File: config.mk
export PLATFORM = sky130hd
export DESIGN_NAME = multi_voice_sine_reader
export DESIGN_NICKNAME = d
export VERILOG_FILES = /design/src/rtl/multi_voice_sine_reader_pkg.sv /design/src/rtl/multi_voice_sine_reader_sine_rom.sv /design/src/rtl/multi_voice_sine_reader.sv
export SDC_FILE = /design/constraint.sdc
export NUM_CORES = 2
export LEC_CHECK = 0
export ABC_AREA = 1
export CAP_MARGIN = 20
export CELL_PAD_IN_SITES_DETAIL_PLACEMENT = 0
export CELL_PAD_IN_SITES_GLOBAL_PLACEMENT = 2
export CORE_MARGIN = 4
export CORE_UTILIZATION = 42
export CTS_BUF_LIST = sky130_fd_sc_hd__clkbuf_4 sky130_fd_sc_hd__clkbuf_8 sky130_fd_sc_hd__clkbuf_16
export DETAILED_ROUTE_END_ITERATION = 6
export PLACE_DENSITY_LB_ADDON = 0.1
export SYNTH_ARGS = -nofsm -noshare
export SYNTH_HDL_FRONTEND = slang
export SYNTH_SLANG_ARGS = --single-unit
File: constraint.sdc
create_clock -name clk -period 37.3 [get_ports clk]
set_clock_uncertainty 0.05 [all_clocks]
set_input_delay 5.595 -clock clk [delete_from_list [all_inputs] [get_ports clk]]
set_output_delay 5.595 -clock clk [all_outputs]
set_load 0.03 [all_outputs]
File: src/rtl/multi_voice_sine_reader_pkg.sv
// Shared widths, quadrant/state encodings and quarter-wave table contents
// for the multi-voice sine reader and its ROM.
package multi_voice_sine_reader_pkg;

    localparam int ROM_ADDR_W = 10;
    localparam int ROM_DATA_W = 16;
    localparam int SAMPLE_W   = 16;

    localparam logic [1:0] QUAD_0 = 2'd0;
    localparam logic [1:0] QUAD_1 = 2'd1;
    localparam logic [1:0] QUAD_2 = 2'd2;
    localparam logic [1:0] QUAD_3 = 2'd3;

    typedef enum logic [1:0] {
        IDLE,
        ISSUE,
        DATA,
        OUTPUT
    } state_t;

    function automatic logic quadMirrored(input logic [1:0] quad);
        return (quad == QUAD_1) || (quad == QUAD_3);
    endfunction

    function automatic logic quadNegative(input logic [1:0] quad);
        return (quad == QUAD_2) || (quad == QUAD_3);
    endfunction

    // Entry a of the quarter wave, x = a/1024: floor(32767 * (3x - x^3) / 2),
    // a cubic sine fit that stays monotonic and within 0..32767.
    function automatic logic [ROM_DATA_W-1:0] quarterSine(input logic [ROM_ADDR_W-1:0] a);
        logic [31:0] lin;
        logic [31:0] cube;
        logic [47:0] prod;
        lin  = 32'(a) * 32'd3145728;
        cube = 32'(a) * 32'(a) * 32'(a);
        prod = 48'(lin - cube) * 48'd32767;
        return ROM_DATA_W'(prod >> 31);
    endfunction

endpackage

File: src/rtl/multi_voice_sine_reader_sine_rom.sv
// 1024x16 registered-read quarter-wave sine table; dout follows addr by one clock.
module sine_rom
    import multi_voice_sine_reader_pkg::*;
(
    input  logic                  clk,
    input  logic [ROM_ADDR_W-1:0] addr,
    output logic [ROM_DATA_W-1:0] dout
);

    always_ff @(posedge clk) begin
        dout <= quarterSine(addr);
    end

endmodule

File: src/rtl/multi_voice_sine_reader.sv
// NUM_VOICES phase-accumulator sine voices sharing one quarter-wave ROM; each
// generate_next request advances the enabled voices and emits one mixed sample.
module multi_voice_sine_reader
    import multi_voice_sine_reader_pkg::*;
#(
    parameter int NUM_VOICES = 4,
    parameter int STEP_W     = 20,
    parameter int PHASE_W    = 22,
    parameter int OUT_SHIFT  = 2
) (
    input  logic                           clk,
    input  logic                           reset,
    input  logic [NUM_VOICES*STEP_W-1:0]   step_sizes,
    input  logic [NUM_VOICES-1:0]          voice_en,
    input  logic                           generate_next,
    output logic                           sample_ready,
    output logic signed [SAMPLE_W-1:0]     sample,
    output logic                           busy
);

    localparam int VIDX_W = (NUM_VOICES > 1) ? $clog2(NUM_VOICES) : 1;
    localparam int SUM_W  = SAMPLE_W + $clog2(NUM_VOICES) + 1;
    localparam logic [VIDX_W-1:0]       LAST_VOICE = VIDX_W'(NUM_VOICES - 1);
    localparam logic signed [SUM_W-1:0] SAT_MAX    = SUM_W'((2 ** (SAMPLE_W - 1)) - 1);
    localparam logic signed [SUM_W-1:0] SAT_MIN    = ~SAT_MAX;

    state_t                      state_q;
    logic [VIDX_W-1:0]           voice_q;
    logic [PHASE_W-1:0]          phase_q [NUM_VOICES];
    logic signed [SUM_W-1:0]     sum_q;
    logic [1:0]                  quad_q;
    logic                        en_q;
    logic signed [SAMPLE_W-1:0]  sample_q;
    logic                        ready_q;
    logic                        busy_q;

    logic [STEP_W-1:0]           step_sel;
    logic [PHASE_W-1:0]          phase_d;
    logic [1:0]                  quad_d;
    logic [ROM_ADDR_W-1:0]       frac_addr;
    logic [ROM_ADDR_W-1:0]       rom_addr;
    logic [ROM_DATA_W-1:0]       rom_dout;
    logic signed [SUM_W-1:0]     rom_ext;
    logic signed [SUM_W-1:0]     voice_val;
    logic signed [SUM_W-1:0]     sum_d;
    logic signed [SUM_W-1:0]     shifted;
    logic signed [SAMPLE_W-1:0]  sat_val;

    sine_rom u_rom (
        .clk  (clk),
        .addr (rom_addr),
        .dout (rom_dout)
    );

    // The ROM is addressed from the post-increment phase during ISSUE; mirrored
    // quadrants read the table backwards (1023 - a is simply ~a).
    always_comb begin
        step_sel  = step_sizes[int'(voice_q) * STEP_W +: STEP_W];
        phase_d   = phase_q[voice_q] + PHASE_W'(step_sel);
        quad_d    = phase_d[PHASE_W-1 -: 2];
        frac_addr = phase_d[PHASE_W-3 -: ROM_ADDR_W];
        rom_addr  = quadMirrored(quad_d) ? ~frac_addr : frac_addr;

        rom_ext   = signed'(SUM_W'(rom_dout));
        voice_val = '0;
        if (en_q) begin
            voice_val = quadNegative(quad_q) ? -rom_ext : rom_ext;
        end
        sum_d   = sum_q + voice_val;

        shifted = sum_q >>> OUT_SHIFT;
        if (shifted > SAT_MAX) begin
            sat_val = SAMPLE_W'(SAT_MAX);
        end else if (shifted < SAT_MIN) begin
            sat_val = SAMPLE_W'(SAT_MIN);
        end else begin
            sat_val = SAMPLE_W'(shifted);
        end
    end

    always_ff @(posedge clk or posedge reset) begin
        if (reset) begin
            state_q  <= IDLE;
            voice_q  <= '0;
            for (int i = 0; i < NUM_VOICES; i++) begin
                phase_q[i] <= '0;
            end
            sum_q    <= '0;
            quad_q   <= QUAD_0;
            en_q     <= 1'b0;
            sample_q <= '0;
            ready_q  <= 1'b0;
            busy_q   <= 1'b0;
        end else begin
            ready_q <= 1'b0;
            case (state_q)
                IDLE: begin
                    if (generate_next) begin
                        sum_q   <= '0;
                        voice_q <= '0;
                        busy_q  <= 1'b1;
                        state_q <= ISSUE;
                    end
                end
                ISSUE: begin
                    en_q             <= voice_en[voice_q];
                    quad_q           <= quad_d;
                    phase_q[voice_q] <= voice_en[voice_q] ? phase_d : '0;
                    state_q          <= DATA;
                end
                DATA: begin
                    sum_q <= sum_d;
                    if (voice_q == LAST_VOICE) begin
                        state_q <= OUTPUT;
                    end else begin
                        voice_q <= voice_q + 1'b1;
                        state_q <= ISSUE;
                    end
                end
                OUTPUT: begin
                    sample_q <= sat_val;
                    ready_q  <= 1'b1;
                    busy_q   <= 1'b0;
                    state_q  <= IDLE;
                end
                default: state_q <= IDLE;
            endcase
        end
    end

    assign sample       = sample_q;
    assign sample_ready = ready_q;
    assign busy         = busy_q;

endmodule

==> impl_metrics.csv <==
group,metric,value,unit
status,status,"complete, no violations",
critical_path,rr_startpoint,"voice_q[0]",
die,die_w,267,um
timing,slew_headroom,38.8,%
layout,nets,4410,
critical_path,endpoint_kind,"flop",
critical_path,critPathLaunchType,"input pin",
clock_tree,cts_root_buf,"clkbuf_16",
layout,layout-drive-gt1-share,3.83,%
critical_path,crit_top_cell,"fa_1",
routing,vias,22900,
critical_path,timing.reg2reg.setup_slack,16.47,ns
clock_tree,cts_tree,"done",
layout,area_delta_synth_final,9.30,%
critical_path,rr_worst_depth,73,
die,num_rows,94,
yosys,synth_ff_type,"dfrtp_1",
clock_tree,insertion_delay,0.45,ns
timing,period_share,66.1,%
hold_path,hold_path_class,"reg2reg",
placement,port_buffers,104,
yosys,synth-seq-cells,147,
clock_tree,clk_pin_slew_worst_paths,0.08,ns
die,die_h,267,um
yosys,synth_top_area_share,31.1,%
yosys,ys_warn_count,0,
die,io_pins,105,
critical_path,critPathRequiredTime,37.62,ns
timing,slew_viol_final,0,
layout,antenna_cells,0,
timing,finalSetupViolations,0,
critical_path,critPathMaxStageDelay,0.61,ns
flow_run,drv_cap,0,
critical_path,crit_arrival,24.97,ns
timing,hold_violations,0,
critical_path,crit_cells,74,
timing,fmax,0.0406,GHz
yosys,ys_top_cells_by_area,"fa_1 (31%), ha_1 (12%), dfrtp_1 (12%), inv_1 (9.9%), nand2_1 (8.0%)",
critical_path,cpMaxStageDelayCell,"nor4_2",
critical_path,reg2reg_to,"u_rom.dout[13]",
routing,wl_per_cell,17.3,um
clock_tree,hold_buffers,0,
routing,drt_iter0_markers,1136,
routing,drt-vias-per-instance,5.10,
routing,firstDrtPassIters,5,
critical_path,critPathKind,"in2reg",
die,start_util,42.5,%
critical_path,critPathMaxFanout,19,
critical_path,worstSetupStartpoint,"step_sizes[45]",
clock_tree,cts_buffers,17,
timing,rsz0062_at_grt,"no",
clock_tree,cts_resized,0,
yosys,syn_inst,3546,
global_routing,antenna_found_initial,0,
yosys,synth_area,28100,um2
global_routing,grt_overflow,0,
global_routing,grt_max_degree,78,
die,coreArea,66100,um2
routing,post-route-drc-count,0,
clock_tree,postCtsSetupRepairBufs,0,
yosys,synth_edf_count,0,
critical_path,critPathBufInv,14,
timing,min_period,24.65,ns
global_routing,grt_pass1_vias,24000,
yosys,synthArstFlopShare,89.1,%
critical_path,crit_path_end,"u_rom.dout[13]",
yosys,synth_largest_area_cell,"fa_1",
critical_path,crit_family,"adder cells",
global_routing,grt_pass1_wl,129,mm
timing,finalSetupTns,0,ns
placement,gp_congestion,0.892,
routing,wl,77.8,mm
yosys,yosysSeqAreaShare,12.8,%
yosys,synthDistinctLibCells,65,
clock_tree,numClockSinks,147,
yosys,synth.avg_cell_area,7.93,um2
global_routing,grtUsageTotal,22.7,%
die,die_area,71100,um2
clock_tree,h-tree-depth,4,
clock_tree,clk_path_buf_depth,2,
yosys,syn-num-nets,4344,
placement,dp_hpwl,65.3,mm
timing,worstMarginPinSlew,0.913,ns
routing,ant_nets,0,
[worst min path at each step]
stage,start,end,slack (ns),cells past startpoint
global placement,phase_q[30],phase_q[30],0.41,2
CTS,phase_q[58],phase_q[58],0.43,2
floorplan,phase_q[36],phase_q[36],0.40,2
finish,phase_q[58],phase_q[58],0.43,2
global route,phase_q[80],phase_q[80],0.45,2
detailed placement,phase_q[58],phase_q[58],0.42,2
[cell usage in the layout, fill, tap and decap left out, drive strengths merged, types with 6 or more instances in the layout]
cell           count
clkinv            10
nor3b              6
fa               437
o22ai             41
nor3              23
clkbuf            17
dfrtp            131
o21ai            296
a21o              16
nand2            616
o21a               7
o21bai            14
nor4              10
or2                6
ha               274
a21oi            180
buf               21
xnor2             40
nand4             18
a31oi             17
clkdlybuf4s50    104
nand3             83
nor2             354
xor2              79
a21boi             6
dfxtp             16
o31ai              7
inv              759
and3               6
[through the flow]
stage,util [%],cells,setup WS [ns],hold WS (ns),instance area (um2)
after floorplan,-,3546,16.25,0.397,28100
after global placement,45.5,4453,12.51,0.410,30100
after detailed placement,45.5,4454,12.38,0.416,30100
after CTS,46.4,4486,12.78,0.431,30700
after global routing,46.5,4489,11.35,0.448,30700
final,46.5,4489,12.65,0.427,30700
[layout make-up]
cell class                      instances  area [um2]
Tap cell                              864        1080
Clock inverter                         15         194
Inverter                              758        2850
Sequential cell                       147        3600
Multi-Input combinational cell       2563       21300
Fill cell                            6660       35400
Clock buffer                           17         425
Timing Repair Buffer                  125        1230
[cells by family after synthesis]
logic type	after synthesis	share of synthesized area (%)
AO/OA/AOI/OAI	605	12.0
buffers and inverters	836	11.3
XOR/XNOR	119	4.12
adder cells (fa/ha/maj)	711	43.3
AND/OR/NAND/NOR	1128	16.5
flip-flops	147	12.8
[flip-flops by register name, indices dropped and copies added, names as in the netlist]
register / cells
sample_ready: 1
sum_q: 19
en_q: 1
voice_q: 2
quad_q: 1
u_rom.dout: 16
state_q: 2
busy: 1
sample: 16
phase_q: 88
[metal layers]
metal	vias to the layer above	share of wire [%]	global-route usage [%]	routed length, um
met5	-	0	0	0
li1	11200	-	-	-
met3	42	3.5	2.06	2760
met2	408	47	38.6	36900
met1	11300	48	32.2	37300
met4	0	1.1	3.64	841
[synth_stat cells, drive strengths merged, types with 6 or more instances]
cell type	number
inv	750
nand2	616
fa	437
nor2	354
o21ai	296
ha	274
a21oi	180
dfrtp	131
nand3	83
xor2	79
clkbuf	53
o22ai	41
xnor2	40
buf	25
nor3	23
nand4	18
a31oi	17
a21o	16
dfxtp	16
o21bai	14
nor4	10
clkinv	8
o21a	7
o31ai	7
a21boi	6
and3	6
nor3b	6
or2	6
[worst min-delay path: cells and delay by family, from the launching register on]
kind,cells,cell delay [ns]
simple gates,1,0.05
compound gates,1,0.05
flops,1,0.34
Power is not shown: default switching activity piles up to over one toggle a cycle in this logic, so the estimate is an artifact.
